--- src/rtl/ncl_pkg.sv ---
// Shared NCL definitions: rail encoding constants and a popcount helper.
// Latency: none (constants and pure functions only).
// Backpressure: not applicable.
package ncl_pkg;

  localparam logic NCL_NULL = 1'b0;
  localparam logic NCL_DATA = 1'b1;

  // Population count over a 32-bit vector; callers zero-extend narrower inputs.
  function automatic int unsigned ncl_popcount(input logic [31:0] v);
    int unsigned c;
    c = 0;
    for (int i = 0; i < 32; i++) begin
      c = c + {31'b0, v[i]};
    end
    return c;
  endfunction

endpackage

--- src/rtl/ncl_thmn.sv ---
// Generic THmn threshold gate: sets at >= M inputs high, clears at none high, else holds.
// Latency: 1 clk from input sample to z; no combinational input-to-output path.
// Backpressure: none; samples a[] every rising edge.
module ncl_thmn
  import ncl_pkg::*;
#(
  parameter int N = 2,
  parameter int M = 1
) (
  input  logic         clk,
  input  logic         init,
  input  logic [N-1:0] a,
  output logic         z
);

  localparam int CW = $clog2(N + 1);

  logic [CW-1:0] cnt;
  logic          z_d;
  logic          z_q;

  // Count high inputs and apply the set/clear/hold hysteresis rule.
  always_comb begin
    cnt = CW'(ncl_popcount(32'(a)));
    z_d = z_q;
    if (cnt >= CW'(M)) begin
      z_d = NCL_DATA;
    end else if (cnt == '0) begin
      z_d = NCL_NULL;
    end
  end

  // State register; init forces NULL and overrides the threshold rule.
  always_ff @(posedge clk) begin
    if (init) begin
      z_q <= NCL_NULL;
    end else begin
      z_q <= z_d;
    end
  end

  assign z = z_q;

endmodule

--- src/rtl/ncl_threshold_gates.sv ---
// LANES independent copies each of TH12, TH14 and TH22 registered NCL gates.
// Latency: 1 clk; outputs reflect inputs sampled at the previous rising edge.
// Backpressure: none; every lane samples its inputs each edge.
module ncl_threshold_gates
  import ncl_pkg::*;
#(
  parameter int LANES = 1
) (
  input  logic                 clk,
  input  logic                 init,
  input  logic [2*LANES-1:0]   th12_a,
  output logic [LANES-1:0]     th12_z,
  input  logic [4*LANES-1:0]   th14_a,
  output logic [LANES-1:0]     th14_z,
  input  logic [2*LANES-1:0]   th22_a,
  output logic [LANES-1:0]     th22_z
);

  for (genvar k = 0; k < LANES; k++) begin : g_lane
    // Merge gate: registered 2-input OR.
    ncl_thmn #(.N(2), .M(1)) u_th12 (
      .clk  (clk),
      .init (init),
      .a    (th12_a[2*k +: 2]),
      .z    (th12_z[k])
    );

    // Completion gate: registered 4-input OR.
    ncl_thmn #(.N(4), .M(1)) u_th14 (
      .clk  (clk),
      .init (init),
      .a    (th14_a[4*k +: 4]),
      .z    (th14_z[k])
    );

    // Minterm gate: Muller C-element, holds with exactly one input high.
    ncl_thmn #(.N(2), .M(2)) u_th22 (
      .clk  (clk),
      .init (init),
      .a    (th22_a[2*k +: 2]),
      .z    (th22_z[k])
    );
  end

endmodule

--- config.mk ---
export PLATFORM = sky130hd
export DESIGN_NAME = ncl_threshold_gates
export DESIGN_NICKNAME = d
export VERILOG_FILES = /design/src/rtl/ncl_pkg.sv /design/src/rtl/ncl_thmn.sv /design/src/rtl/ncl_threshold_gates.sv
export SDC_FILE = /design/constraint.sdc
export NUM_CORES = 1
export LEC_CHECK = 0
export ABC_AREA = 1
export BUFFER_PORTS_ARGS = -buffer_cell sky130_fd_sc_hd__buf_2
export CAP_MARGIN = 30
export CORE_AREA = 2 2 39 41
export CTS_BUF_LIST = sky130_fd_sc_hd__clkbuf_4
export DETAILED_ROUTE_END_ITERATION = 6
export DIE_AREA = 0 0 41 43
export PLACE_DENSITY_LB_ADDON = 0.1
export SYNTH_ARGS = -nofsm -noshare
export SYNTH_HDL_FRONTEND = slang
export SYNTH_HIERARCHICAL = 1
export SYNTH_SLANG_ARGS = --single-unit
--- constraint.sdc ---
create_clock -name clk -period 2.2 [get_ports clk]
set_input_delay 0 -clock clk [delete_from_list [all_inputs] [get_ports clk]]
set_output_delay 0 -clock clk [all_outputs]
set_load 0.05 [all_outputs]
* After elaboration in Yosys (flattened, before gate mapping)
Index checks and enable logic that the tools add are counted.
** Cells by class
- Add/sub/neg operators :: 5
- Order comparisons :: 3
- Multiplexer cells :: 6
- Reduce and logical (&&, ||, !) cells :: 6
** Operators with widths (count)
- adder 1 x 1 -> 2 bit :: 3
- adder 3 x 1 -> 3 bit :: 2
- two-way mux 1 bit :: 6
- nonzero test 2 bit :: 3
- zero test 2 bit :: 2
- >= comparator 3 x 1 -> 1 bit (second input constant) :: 1
- zero test 3 bit :: 1
- >= comparator 2 x 1 -> 1 bit (second input constant) :: 1
- >= comparator 2 bit (second input constant) :: 1
** Word-level totals
- Register bits after elaboration :: 3
- Input port bits :: 10

* Depth between registers and ports, before layout
- Depth in word-level cells :: 6
- Depth in mapped cells :: 11
- Mapped depth without buffers :: 11

* Modules after synthesis
The synthesis kept the hierarchy.
** By module, submodules not included
- ncl_thmn (g_lane[0].u_th14) :: times used 1, cells each 18, area each 128.9 sq um
- ncl_thmn (g_lane[0].u_th22) :: times used 1, cells each 8, area each 57.6 sq um
- ncl_thmn (g_lane[0].u_th12) :: times used 1, cells each 3, area each 27.5 sq um

* Least setup slack after synthesis
Ideal clock, no wire load.
- Path kind :: in2reg
- Start :: in th14_a[0]
- End :: reg g_lane[0].u_th14.z_q
- Setup time :: 0.109 ns
- Arrival time :: 1.306 ns
- Required time :: 2.091 ns
- Setup slack :: 0.786 ns
- Stages :: 10
- Buffers on the path :: 0
- Cell sequence :: inv_1 -> fa_1 -> inv_1 -> ha_1 -> inv_1 -> ha_1 -> o21ai_1 -> nand3_1 -> nand2_1 -> inv_1
** On the way
- Longest elaborated chain between the ends :: 5
- Elaborated cells between the ends (all ways) :: 7
- Classes of those cells :: add/sub: 3; order compare: 1; mux: 1; reduce/logical: 2
** Ends and longest elaborated chain
- start, declared :: RTL line ncl_threshold_gates.sv:13 : input logic [4*LANES-1:0] th14_a,
- adder 1 x 1 -> 2 bit (*) :: RTL line ncl_pkg.sv:14 : c = c + {31'b0, v[i]};
- adder 3 x 1 -> 3 bit (*) (2 in a row) :: RTL line ncl_pkg.sv:14
- >= comparator 3 x 1 -> 1 bit / zero test 3 bit (equally long branches) :: RTL line ncl_thmn.sv:26, ncl_thmn.sv:28
- two-way mux 1 bit / nonzero test 2 bit (equally long branches)
- end signal, assigned :: RTL line ncl_thmn.sv:38 : z_q <= z_d;
- end, declared :: RTL line ncl_thmn.sv:20 : logic z_q;
Mark *: on every way between the ends. The rest lies on a longest branch, timed or not.
A chain may end at the register's enable or synchronous reset.

* Worst setup path in the final report
Ends and elaborated chain as after synthesis.

==> results.tsv <==
stage	metric	value	unit
power	power_density	695.7	nW/µm²
floorplan	initial_core_util	15.46	%
logic_synthesis	syn-cell-area	214.0	µm²
logic_synthesis	avgSynthCellArea	7.378	µm²
layout	fin_area	344.1	µm²
drt	via_per_inst	3.413	
logic_synthesis	ys_ff_latch	3	
clock_tree	cts_buffers	3	
power	finalPower	239.4	µW
clock_tree	root_buffer	clkbuf_4	
drt	drc	0	
setup_path	crit_fanout	2	
logic_synthesis	seq_area_frac_synth	28.07	%
placement	dp_slack	0.6038	ns
layout	nets	63	
floorplan	die_h	43	µm
grt	grt_pass1_wl	683	µm
min_path	hold_start	th22_a[1]	
grt	grt_pass1_vias	198	
grt	track_usage	6.018	%
setup_path	start_kind	input port	
grt	grt.overflow.total	0	
clock_tree	clock_sinks	3	
min_path	worstHoldEndpoint	g_lane[0].u_th22/z	
clock_tree	cts_buffer_depth	2	
clock_tree	cts_tree	built	
floorplan	die_w	41	µm
setup_path	crit_type	input port to flop	
floorplan	rows	14	
logic_synthesis	synth_top_cell_by_area	dfxtp_1	
sta	maxSlewViolCount	0	
sta	maxSlewHeadroom	83.29	%
setup_path	cpMaxStageDelayCell	fa_1	
clock_tree	cts_resized	0	
logic_synthesis	yosysTopAreaCellShare	28.07	%
floorplan	core_region_area	1384	µm²
sta	skew	0	ns
sta	tns	0	ns
setup_path	worstRegToRegCells	4	
setup_path	cp.required	2.33	ns
floorplan	die-area	1763	µm²
clock_tree	htreeDepth	1	
drt	drt_iter0_drc	0	
sta	setup_viol_count_final	0	
sta	tightestPinTransition	0.2524	ns
flow_run	cap_violations	0	
floorplan	ios	13	
clock_tree	insertion_delay	0.23	ns
setup_path	arrival	1.46	ns
min_path	hp-class	input port to flop	
logic_synthesis	netlist_instances	29	
placement	place_congestion	0.6030	
setup_path	endpoint_kind	flop	
layout	layout_commonest_cell	buf_2	
clock_tree	clk_pin_slew	0.04	ns
sta	fmax	748.1	MHz
clock_tree	post_cts_buffers	0	
sta	fin_crit	1.337	ns
sta	timing.final.ws_setup	0.8633	ns
layout	final_cell_mix	buf_2 (12), inv_1 (10)	
grt	antenna_found_initial	0	
drt	firstDrtPassIters	1	
placement	dp_hpwl	394.1	µm
power	power.leakage	0.0002128	µW
drt	num_vias	215	
drt	drtAntennaViolNets	0	
logic_synthesis	syn-num-nets	44	
logic_synthesis	synth_area_leaders	dfxtp_1 (28%), ha_1 (23%), inv_1 (18%), fa_1 (9.4%), nand2_1 (7.0%)	
placement	port_buffers	12	
min_path	worstHoldPathCells	4	
sta	finalHoldViolCount	0	
drt	drt_wl_total	464	µm
placement	placed_cell_area	294.0	µm²
setup_path	max_stage_delay	0.53	ns
sta	whs	0.1329	ns
logic_synthesis	ys_types	9	
layout	drive_above_1_share	36.17	%
sta	rsz0062_at_grt	no	
layout	synthToLayoutAreaGrowth	60.82	%
drt	wl_per_cell	7.365	µm
layout	diodes	0	
grt	grt_max_degree	4	
setup_path	r2r-end	g_lane[0].u_th14/z	
logic_synthesis	yosysWarnings	6	
setup_path	crit_chain	buf_2 > inv_1 > fa_1 > inv_1 > ha_1 > inv_1 > ha_1 > o21ai_1 > nand3_1 > nand2_1 > inv_1	
setup_path	r2r_slack	1.57	ns
power	peakVddDrop	0.2338	mV
run_status	status	finished clean	
setup_path	crit_top_cell	inv_1	
setup_path	worstReg2RegStart	g_lane[0].u_th14/z	
sta	final.period_utilization	60.76	%
worst max-delay path by stage:
stage,cells past startpoint,start,slack [ns],to
2_1_floorplan,10,th14_a[0],0.79,g_lane[0].u_th14/z
3_3_place_gp,11,th14_a[0],0.65,g_lane[0].u_th14/z
3_5_place_dp,11,th14_a[0],0.60,g_lane[0].u_th14/z
4_1_cts,11,th14_a[0],0.85,g_lane[0].u_th14/z
5_1_grt,11,th14_a[0],0.73,g_lane[0].u_th14/z
6_report,11,th14_a[0],0.86,g_lane[0].u_th14/z
registers in the layout (all words and copies together), names as in the netlist:
name and count:
g_lane.u_th12/z 1, g_lane.u_th14/z 1, g_lane.u_th22/z 1
worst max-delay path: cells and delay by family:
kind / cells / cell delay (ns)
adders and majority gates: 3 / 0.94
buffers and inverters: 5 / 0.25
and+or+nand+nor: 2 / 0.14
AOI/OAI and AO/OA: 1 / 0.12
cell type report:
| cell class | count | area [µm²] |
|---|---|---|
| inverter | 10 | 37.54 |
| sequential | 3 | 60.06 |
| tap | 16 | 20.02 |
| multi-input combinational | 16 | 116.4 |
| clock buffer | 4 | 30.03 |
| fill | 163 | 1040 |
| timing repair buffer | 14 | 80.08 |
cell usage after synthesis, drive strengths merged:
cell,number
o21ai,1
nand2,4
ha,4
inv,10
nor2,5
fa,1
dfxtp,3
nand3,1
what timing repair did:
| action | in CTS | in global routing |
|---|---|---|
| hold buffers | 2 | 0 |
| endpoints found under the hold margin | 1 | 0 |
| endpoints found under the setup margin | 0 | 0 |
power breakdown:
| part | switching (µW) | internal, µW |
|---|---|---|
| Clock | 29.0 | 80.3 |
| Combinational | 41.8 | 26.3 |
| Sequential | 1.89 | 60.0 |
| Total | 72.8 | 167 |
cells by family (layout without fill, tap and decap cells):
| family | count (synthesis) | count (layout) | synth area share (%) |
|---|---|---|---|
| AOI/OAI and AO/OA | 1 | 1 | 2.337 |
| adders and majority gates | 5 | 5 | 32.75 |
| buffers and inverters | 10 | 28 | 17.55 |
| DFF | 3 | 3 | 28.07 |
| and+or+nand+nor | 10 | 10 | 19.29 |
routing by layer:
layer | global-route usage, % | vias to the layer above | part of all wire, %
met1 | 6.090 | 89 | 40
met3 | 1.571 | 0 | 10
met2 | 9.063 | 9 | 50
li1 | - | 117 | -
met4 | 6.000 | 0 | 0
met5 | 0 | - | 0
metrics by stage:
stage | std cells | util (%)
floorplan | 29 | -
global placement | 57 | 21.25
detailed placement | 57 | 21.25
CTS | 63 | 24.86
global route | 63 | 24.86
finish | 63 | 24.86
No activity file was read; power rests on OpenSTA's default activity.
